### src/rtl/param_fir_filter.sv
// Time-shared FIR: one multiplier, one MAC per clock, one sample per TAPS+2 clocks.
// Optional FIR_SAT_EN: clamp the shifted result to the OUT_W range instead of wrapping.

module param_fir_filter #(
    parameter int TAPS   = 8,
    parameter int DATA_W = 16,
    parameter int COEF_W = 16,
    parameter int OUT_W  = 16,
    parameter int SHIFT  = 0
) (
    input  logic                     clk,
    input  logic                     rst,
    input  logic                     in_valid,
    output logic                     in_ready,
    input  logic signed [DATA_W-1:0] data_in,
    input  logic                     coef_we,
    input  logic [$clog2(TAPS)-1:0]  coef_addr,
    input  logic signed [COEF_W-1:0] coef_data,
    output logic                     out_valid,
    output logic signed [OUT_W-1:0]  data_out
);

    localparam int IDX_W  = $clog2(TAPS);
    localparam int PROD_W = DATA_W + COEF_W;
    localparam int ACC_W  = PROD_W + IDX_W;
    localparam logic [IDX_W-1:0] LAST_IDX = IDX_W'(TAPS - 1);
    localparam logic [IDX_W:0]   TAP_LIM  = (IDX_W + 1)'(TAPS);
    localparam int RND_POS = (SHIFT > 0) ? SHIFT - 1 : 0;
    localparam logic signed [ACC_W:0] RND =
        (SHIFT > 0) ? ({{ACC_W{1'b0}}, 1'b1} << RND_POS) : '0;

    typedef enum logic [1:0] {
        StIdle,
        StMac,
        StOut
    } state_t;

    state_t r_state;
    state_t w_state_next;

    logic signed [DATA_W-1:0] r_x [TAPS];
    logic signed [COEF_W-1:0] r_h [TAPS];
    logic signed [ACC_W-1:0]  r_acc;
    logic [IDX_W-1:0]         r_idx;
    logic                     r_out_valid;
    logic signed [OUT_W-1:0]  r_data_out;

    logic                     w_accept;
    logic                     w_coef_wr;
    logic                     w_last;
    logic signed [PROD_W-1:0] w_x_ext;
    logic signed [PROD_W-1:0] w_h_ext;
    logic signed [PROD_W-1:0] w_prod;
    logic signed [ACC_W-1:0]  w_prod_ext;
    logic signed [ACC_W:0]    w_rounded;
    logic signed [ACC_W:0]    w_shifted;
    logic signed [OUT_W-1:0]  w_result;

    assign in_ready  = (r_state == StIdle);
    assign w_accept  = in_valid && in_ready;
    assign w_last    = (r_idx == LAST_IDX);
    // Coefficients only change between samples, never under a running MAC.
    assign w_coef_wr = coef_we && in_ready && ({1'b0, coef_addr} < TAP_LIM);

    assign w_x_ext    = {{COEF_W{r_x[r_idx][DATA_W-1]}}, r_x[r_idx]};
    assign w_h_ext    = {{DATA_W{r_h[r_idx][COEF_W-1]}}, r_h[r_idx]};
    assign w_prod     = w_x_ext * w_h_ext;
    assign w_prod_ext = {{IDX_W{w_prod[PROD_W-1]}}, w_prod};

    // One guard bit so the rounding add cannot overflow the accumulator range.
    assign w_rounded = {r_acc[ACC_W-1], r_acc} + RND;
    assign w_shifted = w_rounded >>> SHIFT;

`ifdef FIR_SAT_EN
    localparam logic signed [ACC_W:0] SAT_MAX = {{(ACC_W - OUT_W + 2){1'b0}}, {(OUT_W - 1){1'b1}}};
    localparam logic signed [ACC_W:0] SAT_MIN = {{(ACC_W - OUT_W + 2){1'b1}}, {(OUT_W - 1){1'b0}}};

    always_comb begin
        w_result = w_shifted[OUT_W-1:0];
        if (w_shifted > SAT_MAX) begin
            w_result = SAT_MAX[OUT_W-1:0];
        end else if (w_shifted < SAT_MIN) begin
            w_result = SAT_MIN[OUT_W-1:0];
        end
    end
`else
    logic w_unused_hi;

    assign w_result    = w_shifted[OUT_W-1:0];
    assign w_unused_hi = ^w_shifted[ACC_W:OUT_W];
`endif

    always_ff @(posedge clk or negedge rst) begin
        if (!rst) begin
            r_state <= StIdle;
        end else begin
            r_state <= w_state_next;
        end
    end

    always_comb begin
        w_state_next = r_state;
        unique case (r_state)
            StIdle:  if (in_valid) w_state_next = StMac;
            StMac:   if (w_last) w_state_next = StOut;
            StOut:   w_state_next = StIdle;
            default: w_state_next = StIdle;
        endcase
    end

    always_ff @(posedge clk or negedge rst) begin
        if (!rst) begin
            for (int k = 0; k < TAPS; k++) begin
                r_x[k] <= '0;
                r_h[k] <= (k == 0) ? COEF_W'(1) : '0;
            end
            r_acc       <= '0;
            r_idx       <= '0;
            r_out_valid <= 1'b0;
            r_data_out  <= '0;
        end else begin
            r_out_valid <= 1'b0;
            if (w_coef_wr) begin
                r_h[coef_addr] <= coef_data;
            end
            unique case (r_state)
                StIdle: begin
                    if (w_accept) begin
                        for (int k = TAPS - 1; k > 0; k--) begin
                            r_x[k] <= r_x[k-1];
                        end
                        r_x[0] <= data_in;
                        r_acc  <= '0;
                        r_idx  <= '0;
                    end
                end
                StMac: begin
                    r_acc <= r_acc + w_prod_ext;
                    r_idx <= w_last ? '0 : r_idx + IDX_W'(1);
                end
                StOut: begin
                    r_data_out  <= w_result;
                    r_out_valid <= 1'b1;
                end
                default: ;
            endcase
        end
    end

    assign out_valid = r_out_valid;
    assign data_out  = r_data_out;

endmodule

### config.mk
export PLATFORM = sky130hd
export DESIGN_NAME = param_fir_filter
export DESIGN_NICKNAME = d
export VERILOG_FILES = /design/src/rtl/param_fir_filter.sv
export SDC_FILE = /design/constraint.sdc
export NUM_CORES = 1
export LEC_CHECK = 0
export BUFFER_PORTS_ARGS = -buffer_cell sky130_fd_sc_hd__buf_2
export CAP_MARGIN = 20
export CELL_PAD_IN_SITES_DETAIL_PLACEMENT = 1
export CELL_PAD_IN_SITES_GLOBAL_PLACEMENT = 1
export CORE_MARGIN = 10
export CORE_UTILIZATION = 44
export CTS_CLUSTER_DIAMETER = 200
export DETAILED_ROUTE_END_ITERATION = 12
export PLACE_DENSITY = 0.72
export SLEW_MARGIN = 0
export SYNTH_ARGS = -nofsm -noshare
export SYNTH_HDL_FRONTEND = slang
export SYNTH_SLANG_ARGS = --single-unit
### constraint.sdc
create_clock -name clk -period 7.6 [get_ports clk]
set_input_delay 0.76 -clock clk [delete_from_list [all_inputs] [get_ports clk]]
set_output_delay 0.76 -clock clk [all_outputs]
set_load 0.03 [all_outputs]
Word level (Yosys, flattened, before mapping)

Index checks and enable logic that the tools add are counted.

Reductions and logical operators: 8
Bitwise gates (word level): 2
Order comparisons: 3
Multiply operators: 1
Equal/unequal tests: 6
$add $sub $neg: 2
Mux-type cells: 18

Operators by type and width:

| kind                                                                  | number |
|---|---|
| 128-bit bitwise mux                                                   | 1 |
| 16-bit binary-select mux with 3-bit select                            | 2 |
| 16-bit two-way mux                                                    | 5 |
| 35-bit one-hot mux with 2 select lines                                | 1 |
| 16-bit demux with 3-bit select                                        | 1 |
| 35-bit by 32-bit adder with 35-bit output                             | 1 |
| 35-bit two-way mux                                                    | 1 |
| 16-bit by 16-bit multiplier with 32-bit output                        | 1 |
| 4-bit >= comparator (second input constant)                           | 2 |
| 3-bit inverter with 4-bit output                                      | 2 |
| 3-bit two-way mux                                                     | 2 |
| 3-bit one-hot mux with 2 select lines                                 | 1 |
| 2-bit AND reduction                                                   | 3 |
| 4-bit by 1-bit < comparator with 1-bit output (second input constant) | 1 |
| 2-bit two-way mux                                                     | 2 |
| 2-bit != test (second input constant)                                 | 2 |
| 2-bit one-hot mux with 2 select lines                                 | 1 |
| 3-bit by 1-bit adder with 3-bit output (second input constant)        | 1 |
| 3-bit == test (second input constant)                                 | 1 |
| 1-bit logical AND                                                     | 3 |
| 2-bit by 1-bit == test with 1-bit output (second input constant)      | 1 |
| 2-bit == test (second input constant)                                 | 1 |
| 2-bit logical NOT                                                     | 1 |
| 2-bit by 1-bit != test with 1-bit output (second input constant)      | 1 |
| other kinds (2)                                                       | 2 |

Register bits after elaboration: 313

Logic depth before layout (Yosys ltp)

Gate-level depths: netlist (run 1).

Word-level depth: 7
Mapped depth: 27

Worst setup path before layout (run 1)

No wires, ideal clock.

Kind: flip-flop to flip-flop
Start: reg r_idx[0]
End: reg r_acc[14]
Cell stages (with the launch flop): 25
Path buffers: 4
Arrival: 6,492 ps
Path slack: 982 ps
Cells stage by stage: dfrtp_1 > buf_6 > buf_6 > buf_6 > mux4_2 > mux2i_1 > clkbuf_1 > nor2_1 > fa_1 > inv_1 > fa_1 > inv_1 > ha_1 > ha_1 > inv_1 > fa_1 > fa_1 > inv_1 > ha_1 > inv_1 > o21ai_0 > a211o_1 > a2111oi_0 > nor4_1 > a311o_1

Cells in the longest elaborated chain, start to end: 7

Ends and longest elaborated chain:

| what                                                          | line   | RTL |
|---|---|---|
| from (decl)                                                   | 44     | `logic [IDX_W-1:0] r_idx;` |
| from (signal assigned)                                        | 139    | `r_idx <= w_last ? '0 : r_idx + IDX_W'(1);` |
| 3-bit inverter with 4-bit output (not written as such) *      | 65, 66 |  |
| 16-bit binary-select mux with 3-bit select (on tied branches) | 65, 66 |  |
| 16-bit two-way mux (on tied branches) (2 in series)           | 65, 66 |  |
| 16-bit by 16-bit multiplier with 32-bit output *              | 67     | `assign w_prod = w_x_ext * w_h_ext;` |
| 35-bit by 32-bit adder with 35-bit output *                   | 138    | `r_acc <= r_acc + w_prod_ext;` |
| 35-bit one-hot mux with 2 select lines *                      | 126    | `unique case (r_state)` |
| to (signal assigned)                                          | 138    |  |
| to (decl)                                                     | 43     | `logic signed [ACC_W-1:0] r_acc;` |

Mark *: on every way between the ends. The rest lies on a longest branch, timed or not. The select of a mux whose other input is x is not followed.
A chain may end at the register's enable or synchronous reset.

Worst setup path in the final report (run 1)

Ends and elaborated chain as after synthesis.

==> results.cfg, run 1 <==
[run_status]
status = complete, no violations

[synth]
ys_seq_elements = 294
syn_avg_cell_area_sq_um = 10.80
synthCells = 1610
synth_area_sq_mm = 0.01738
yosys_warnings = 0
yosysTopAreaCellShare_pct = 42.18
synth_area_leader_cell = dfrtp_1
ys_seq_area_share_pct = 42.33
syn_nets = 1810
synth_cell_types = 42
yosys-top-cells-area = dfrtp_1 42%, fa_1 11%, mux2_2 9.4%, nand2_1 9.0%, mux4_2 8.3%

[detailed_routing]
drc = 0
first_pass_iters = 4
drt_wl_total_microns = 42310
drt_iter0_markers = 656
final_antenna_net_count = 0
num_vias = 11470
wl_per_cell_microns = 19.16
viasPerCell = 5.193

[clocking]
cts_buffer_depth = 3
clock_sinks = 294
clkSlewWorstSetupHoldPaths_ns = 0.06
postCtsSetupBuffers = 0
cts_tree = built
clkLatencyLatePin_ns = 0.55
cts-htree-levels = 2
cts_resized = 0
clock-root-buffer = clkbuf_16
cts_hold_buf = 0
cts_buffers = 35

[timing]
hold_slack_ns = 0.3344
worst_pin_slew_ns = 1.094
setup_slack_ns = 0.6015
drv_slew = 0
hold_violations = 0
setup_violations = 0
relSlewSlack_pct = 26.90
fin_worst_skew_ns = 0.03355
rsz0062_at_grt = false
finalCriticalPeriod_ns = 6.999
finalCritPeriodShare_pct = 92.09
timing.fmax_ghz = 0.1429
fin_tns_setup_ns = 0

[global_routing]
grt_max_degree = 167
grt_pass1_wl_microns = 69950
grt_pass1_vias = 12900
grt.total_usage_pct = 18.36
antenna_found_initial = 2
grt_remaining_overflow = 0

[floorplanning]
start_util_pct = 44.77
rows = 72
die_area_sq_mm = 0.04786
fp.coreArea_sq_mm = 0.03883
die-height_microns = 218.8
die_x_microns = 218.8
ios = 57

[final_layout]
drive_gt1_share_pct = 22.91
layout.nets = 1864
utilization_pct = 50.11
area_growth_pct = 11.93

[critical_path]
critPathKind = reg -> reg
critPathArrivalTime_ns = 7.40
crit_buf_inv = 5
path_cells = buf_12 > buf_4 > mux4_2 > mux2i_1 > or2_2 > fa_1 > fa_1 > inv_1 > fa_1 > fa_1 > fa_1 > inv_1 > fa_1 > inv_1 > ha_1 > or2_2 > a21oi_1 > nor4_1 > a311o_1
worstPathMaxFanout = 19
crit_required_ns = 8.00
cpPeakStageDelay_ns = 0.68
cpLargestDelayFamily = adder cells
crit_start = r_idx[0]$_DFFE_PN0P_
crit_top_cell = fa_1
end_kind = flop
worstReg2RegStart = r_idx[0]$_DFFE_PN0P_
start_kind = flop
critPathSlowestCell = dfrtp_4

[place]
routabilityCongestion = 0.8274
dp_worst_setup_slack_ns = 0.6025
port_buffers = 56
dpl.hpwl_microns = 29350

[flow_run]
maxCapViolCount = 0

[min_path]
worstHoldPathType = in -> async
-- area by class of cell --
cell class,instances,area (sq um)
timing repair buffer,92,610.6
multi-input combinational,1059,9015
fill,4167,19370
clock inverter,8,47.55
clock buffer,54,1087
sequential,294,7363
inverter,182,683.2
antenna,1,2.502
tap,518,648.1
-- worst paths after layout --
kind,end,slack [ns],depth (start not counted)
max reg2reg,r_acc[14]$_DFFE_PN0P_,0.60,19
min reg2reg,r_x[13]$_DFFE_PN0P_,0.47,2
min,out_valid$_DFF_PN0_,0.33,1
min in group clk,r_x[124]$_DFFE_PN0P_,0.41,3
max in group asynchronous,r_h[33]$_DFFE_PN0P_,5.77,2
max,r_acc[14]$_DFFE_PN0P_,0.60,19
-- per-stage QoR --
step / cells / area [sq um]
floorplan: 1610 / 17380
global placement: 2145 / 18320
detailed placement: 2145 / 18320
CTS: 2207 / 19450
global route: 2207 / 19450
finish: 2208 / 19460
-- synthesized netlist by cell type --
cell and count:
buf_2 5, mux2i_2 2, a21oi_1 11, or2_2 21
mux2i_1 28, nand2_1 417, nor2b_1 8, o21a_1 1
xor2_1 7, clkbuf_1 60, o21bai_1 2, or3_1 1
o21ai_1 1, fa_1 93, nand2b_1 4, inv_1 181
a21o_1 2, xnor3_1 1, nand3b_1 1, buf_4 3
nor3_1 1, dfrtp_1 293, nor4_1 1, a311o_1 1
nor2_1 103, o211a_1 1, and2_1 2, o31ai_1 2
buf_6 5, ha_1 68, mux2_2 145, buf_1 2
and3_1 3, a211o_1 1, mux4_2 64, a41oi_1 1
dfstp_2 1, o21ai_0 19, a2111oi_0 1, xnor2_1 34
inv_2 1, nand3_1 12
-- sequential cells by signal, indices dropped and copies added, names as in the netlist --
name       count
data_out      16
r_state        2
r_idx          3
r_x          128
out_valid      1
r_h          128
r_acc         16
-- layout by cell type (no fill, tap or decap), types with 3 or more instances in the layout --
cell and n:
clkbuf_1 5, and3_1 3, xor2_1 7, buf_12 4, buf_4 32, clkbuf_16 35
fa_1 93, buf_2 55, clkbuf_8 14, nor2b_1 8, mux2_2 145, ha_1 68
or2_2 21, dfrtp_1 291, mux4_2 64, xnor2_1 34, mux2i_1 28, nand2b_1 4
nand2_1 416, a21oi_1 11, inv_1 181, clkinv_2 6, o21ai_0 19, nand3_1 12
nor2_1 103
-- worst reg2reg max path, cell delays in order (launching register included) --
cell and delay, ns:
dfrtp_4 0.68, buf_12 0.26, buf_4 0.26, mux4_2 0.53, mux2i_1 0.46, or2_2 0.22, fa_1 0.43, fa_1 0.49
inv_1 0.06, fa_1 0.53, fa_1 0.46, fa_1 0.56, inv_1 0.06, fa_1 0.53, inv_1 0.04, ha_1 0.36
or2_2 0.31, a21oi_1 0.22, nor4_1 0.07, a311o_1 0.34
-- routing by layer --
layer | global-route usage [%] | share of wire [%] | vias to the layer above
met3 | 2.956 | 3.8 | 52
met2 | 32.34 | 51 | 134
met4 | 4.229 | 1.6 | 2
met1 | 23.19 | 43 | 6012
li1 | - | - | 5266
met5 | 0 | 0.043 | -
-- kinds of logic after synthesis --
| kind of cell | share of synthesized area (%) |
|---|---|
| compound gates | 1.461 |
| xor+xnor | 2.195 |
| fa+ha+maj | 15.61 |
| buf+inv | 5.866 |
| flops | 42.33 |
| mux | 19.46 |
| simple gates | 13.09 |
Power of run 1 is left out: the tool's default activity adds up to more than one toggle a clock period on the data nets, which glitch-free logic cannot reach.
==> inputs of run 2 (changes only) <==
Settings changed: MAX_ROUTING_LAYER from default to met4.
==> run 2 against run 1 <==
Effect of this change:
- first-iteration DRC count is 4.0% lower
- highest routed layer is now met4
- global-route usage is 0.56 points higher
- largest cell class unchanged
- cell count hardly changed
- critical path type unchanged
==> results.cfg, run 2 (synthesis results as in run 1) <==
[timing]
worst_pin_slew_ns = 1.075
setup_violations = 0
rsz0062_at_grt = false
fin_worst_skew_ns = 0.03573
hold_slack_ns = 0.3408
drv_slew = 0
finalCriticalPeriod_ns = 7.001
fin_tns_setup_ns = 0
relSlewSlack_pct = 28.34
timing.fmax_ghz = 0.1428
finalCritPeriodShare_pct = 92.12
hold_violations = 0

[clocking]
clock_sinks = 294
cts_hold_buf = 0
postCtsSetupBuffers = 0
clkLatencyLatePin_ns = 0.55
clock-root-buffer = clkbuf_16
cts_buffer_depth = 3
cts_resized = 0
cts-htree-levels = 2
cts_tree = built
clkSlewWorstSetupHoldPaths_ns = 0.06
cts_buffers = 35

[global_routing]
grt_pass1_vias = 12890
grt_pass1_wl_microns = 69990
antenna_found_initial = 2
use_met3_pct = 2.942
grt_max_degree = 167
grt_remaining_overflow = 0
met1_usage_pct = 23.24
grt.total_usage_pct = 18.91
use_met2_pct = 32.35
grt_busiest_layer = met2

[floorplanning]
ios = 57
die_x_microns = 218.8
fp.coreArea_sq_mm = 0.03883
die-height_microns = 218.8
rows = 72
start_util_pct = 44.77
die_area_sq_mm = 0.04786

[detailed_routing]
wl_per_cell_microns = 19.24
drt_iter0_markers = 630
viasPerCell = 5.202
drc = 0
num_vias = 11500
drt_wl_total_microns = 42530
first_pass_iters = 5
final_antenna_net_count = 0

[critical_path]
path_cells = buf_12 > buf_4 > mux4_2 > mux2i_1 > or2_2 > fa_1 > fa_1 > inv_1 > fa_1 > fa_1 > fa_1 > inv_1 > fa_1 > inv_1 > ha_1 > or2_2 > a21oi_1 > nor4_1 > a311o_1
crit_top_cell = fa_1
cpLargestDelayFamily = adder cells
end_kind = flop
crit_start = r_idx[0]$_DFFE_PN0P_
worstReg2RegStart = r_idx[0]$_DFFE_PN0P_
critPathSlowestCell = dfrtp_4
cpPeakStageDelay_ns = 0.68
worstRegToRegCells = 19
crit_buf_inv = 5
start_kind = flop
critPathKind = reg -> reg
critPathArrivalTime_ns = 7.41
worstPathMaxFanout = 19
crit_required_ns = 8.01
cp_num_cells = 19

[final_layout]
layout_common_cells = 416 x nand2_1, 291 x dfrtp_1, 181 x inv_1
design_area_sq_mm = 0.01946
drive_gt1_share_pct = 22.91
area_growth_pct = 11.96
largestRegisters = r_h: 128 flops, r_x: 128 flops
layout.nets = 1864
utilization_pct = 50.13
final_common_cell = nand2_1

[place]
dpl.hpwl_microns = 29350
placed_area_sq_mm = 0.01832
routabilityCongestion = 0.8386
port_buffers = 56

[flow_run]
maxCapViolCount = 0

[min_path]
worstHoldPathType = in -> async

[run_status]
status = complete, no violations
==> run 2: cell types whose count changed in the layout (fill, tap and decap cells not counted), sizes merged <==
cell | before | now
diode | 1 | 3
==> run 2: area by class of cell <==
type                    instances  area [sq um]
fillers                      4169         19360
diodes                          3         7.507
well taps                     518         648.1
clock buffers                  54          1087
multi-input cells            1059          9015
repair buffers                 92         610.6
clock inverters                 8         47.55
inverters                     182         683.2
flip-flops and latches        294          7363
==> run 2: worst paths after layout <==
| check | to | slack, ns |
|---|---|---|
| min in group clk | r_x[124]$_DFFE_PN0P_ | 0.40 |
| max reg2reg | r_acc[14]$_DFFE_PN0P_ | 0.60 |
| max in group asynchronous | r_x[103]$_DFFE_PN0P_ | 5.74 |
| min reg2reg | r_x[13]$_DFFE_PN0P_ | 0.48 |
| min | out_valid$_DFF_PN0_ | 0.34 |
| max | r_acc[14]$_DFFE_PN0P_ | 0.60 |
==> run 2: per-stage QoR <==
stage               setup WS, ns  instances
floorplan                 0.9821       1610
global placement          0.6444       2145
detailed placement        0.6025       2145
CTS                       0.5363       2207
global route              0.1864       2209
finish                    0.5988       2210
==> run 2: layer usage <==
layer	up-vias	part of all wire, %
met5	-	0
met4	0	1.6
met3	53	3.1
met2	120	51
met1	6055	44
li1	5269	-
Power of run 2 is left out for the same reason.
==> inputs of run 3 (changes only) <==
Settings changed: PLACE_DENSITY 0.72 to default, PLACE_DENSITY_LB_ADDON from default to 0.3.
==> run 3 against run 2 <==
Effect of this change:
- routed wire length increased by 0.68%
- clock skew decreased by 0.025 ns
- cell count decreased by 0.18%
- via count increased by 1.2%
- maximum frequency decreased by 2.9%
- design area about the same
- global-route usage decreased by 0.094 points
- critical endpoint is now r_acc[15]$_DFFE_PN0P_
- hold slack got worse by 0.17 ns
- sequential cell count unchanged
==> results.cfg, run 3 (synthesis results as in run 1) <==
[critical_path]
cpPeakStageDelay_ns = 0.77
start_kind = flop
cpLargestDelayFamily = adder cells
worstPathMaxFanout = 24
path_cells = buf_4 > mux4_2 > mux2i_1 > nor2_1 > fa_1 > inv_1 > fa_1 > fa_1 > fa_1 > fa_1 > fa_1 > xnor2_1 > xnor2_1 > xnor2_1 > xnor2_1 > xnor2_1 > xnor2_1 > xnor2_1 > xnor2_1 > o21ai_1
end_kind = flop
crit_top_cell = xnor2_1
critPathKind = reg -> reg
crit_buf_inv = 2
crit_required_ns = 8.02
critPathArrivalTime_ns = 7.63
critPathSlowestCell = dfrtp_4

[timing]
rsz0062_at_grt = false
hold_violations = 0
fin_tns_setup_ns = 0
worst_pin_slew_ns = 1.081
finalCritPeriodShare_pct = 94.88
drv_slew = 0
hold_slack_ns = 0.1728
finalCriticalPeriod_ns = 7.211
relSlewSlack_pct = 27.92
fin_worst_skew_ns = 0.01119
timing.fmax_ghz = 0.1387
setup_violations = 0

[clocking]
cts_buffers = 35
cts_tree = built
cts_hold_buf = 0
cts_resized = 0
cts_buffer_depth = 3
clock_sinks = 294
clkLatencyLatePin_ns = 0.54
postCtsSetupBuffers = 0
cts-htree-levels = 2
clkSlewWorstSetupHoldPaths_ns = 0.05
clock-root-buffer = clkbuf_16

[floorplanning]
start_util_pct = 44.77
ios = 57
fp.coreArea_sq_mm = 0.03883
die_x_microns = 218.8
die-height_microns = 218.8
rows = 72
die_area_sq_mm = 0.04786

[detailed_routing]
drc = 0
first_pass_iters = 4
wl_per_cell_microns = 19.41
drt_iter0_markers = 818
viasPerCell = 5.273
final_antenna_net_count = 0
num_vias = 11630
drt_wl_total_microns = 42820

[final_layout]
multi_input_area_sq_mm = 0.009015
register_area_sq_mm = 0.007363
stdcell_count = 2206
fill_cells = 4206
layout.nets = 1862
utilization_pct = 50.12
layout_common_cells = 416 x nand2_1, 291 x dfrtp_1, 181 x inv_1
drive_gt1_share_pct = 22.82
largestRegisters = r_h: 128 flops, r_x: 128 flops
area_growth_pct = 11.94
final_common_cell = nand2_1

[run_status]
status = complete, no violations

[global_routing]
grt_pass1_vias = 12820
grt_remaining_overflow = 0
grt_max_degree = 98
grt_pass1_wl_microns = 69710
antenna_found_initial = 1
grt.total_usage_pct = 18.82

[place]
place_inst = 2142
port_buffers = 56
dpl.hpwl_microns = 30000
routabilityCongestion = 0.8759

[flow_run]
maxCapViolCount = 0

[min_path]
worstHoldPathType = in -> async
run 3: cell types whose count changed in the layout (fill, tap and decap cells not counted):
cell / before / now
clkinvlp_4: 0 / 1
clkinv_8: 0 / 1
diode_2: 3 / 1
buf_4: 32 / 31
bufinv_16: 0 / 1
buf_12: 4 / 3
clkbuf_8: 14 / 11
clkbuf_16: 35 / 36
inv_6: 2 / 1
run 3: stage by stage:
stage	instance area (sq um)	setup WS (ns)
global placement	18290	0.5533
CTS	19450	0.3838
global route	19460	0.07374
finish	19460	0.3889
detailed placement	18290	0.4178
floorplan	17380	0.9821
run 3: worst reg2reg max path, stage by stage (launching register included):
cell	delay [ns]
dfrtp_4	0.77
buf_4	0.31
mux4_2	0.51
mux2i_1	0.56
nor2_1	0.14
fa_1	0.56
inv_1	0.05
fa_1	0.51
fa_1	0.57
fa_1	0.45
fa_1	0.52
fa_1	0.48
xnor2_1	0.16
xnor2_1	0.14
xnor2_1	0.21
xnor2_1	0.13
xnor2_1	0.27
xnor2_1	0.14
xnor2_1	0.36
xnor2_1	0.18
o21ai_1	0.07
run 3: layer usage:
metal | share of wire (%) | GRT usage [%] | up-vias
li1 | - | - | 5258
met1 | 44 | 23.46 | 6175
met2 | 50 | 31.43 | 148
met3 | 3.6 | 3.425 | 51
met4 | 1.6 | 4.229 | 0
met5 | 0 | - | -
run 3: final timing paths:
| check | start | endpoint | slack (ns) | cells past startpoint |
|---|---|---|---|---|
| max in group asynchronous | rst | r_x[5]$_DFFE_PN0P_ | 5.91 | 2 |
| worst max register to register | r_idx[0]$_DFFE_PN0P_ | r_acc[15]$_DFFE_PN0P_ | 0.39 | 20 |
| worst min-delay path | rst | data_out[6]$_DFFE_PN0P_ | 0.17 | 1 |
| worst min register to register | r_x[3]$_DFFE_PN0P_ | r_x[3]$_DFFE_PN0P_ | 0.48 | 2 |
| worst max-delay path | r_idx[0]$_DFFE_PN0P_ | r_acc[15]$_DFFE_PN0P_ | 0.39 | 20 |
| min in group clk | data_in[3] | r_x[115]$_DFFE_PN0P_ | 0.41 | 3 |
run 3: cell type report:
| cell class | count | share of cell area [%] |
|---|---|---|
| multi-input cells | 1059 | 46.33 |
| flip-flops and latches | 294 | 37.84 |
| clock buffers | 52 | 5.504 |
| inverters | 182 | 3.511 |
| well taps | 518 | 3.331 |
| repair buffers | 90 | 2.996 |
| clock inverters | 10 | 0.4758 |
| diodes | 1 | 0.01286 |
Power of run 3 is left out for the same reason.
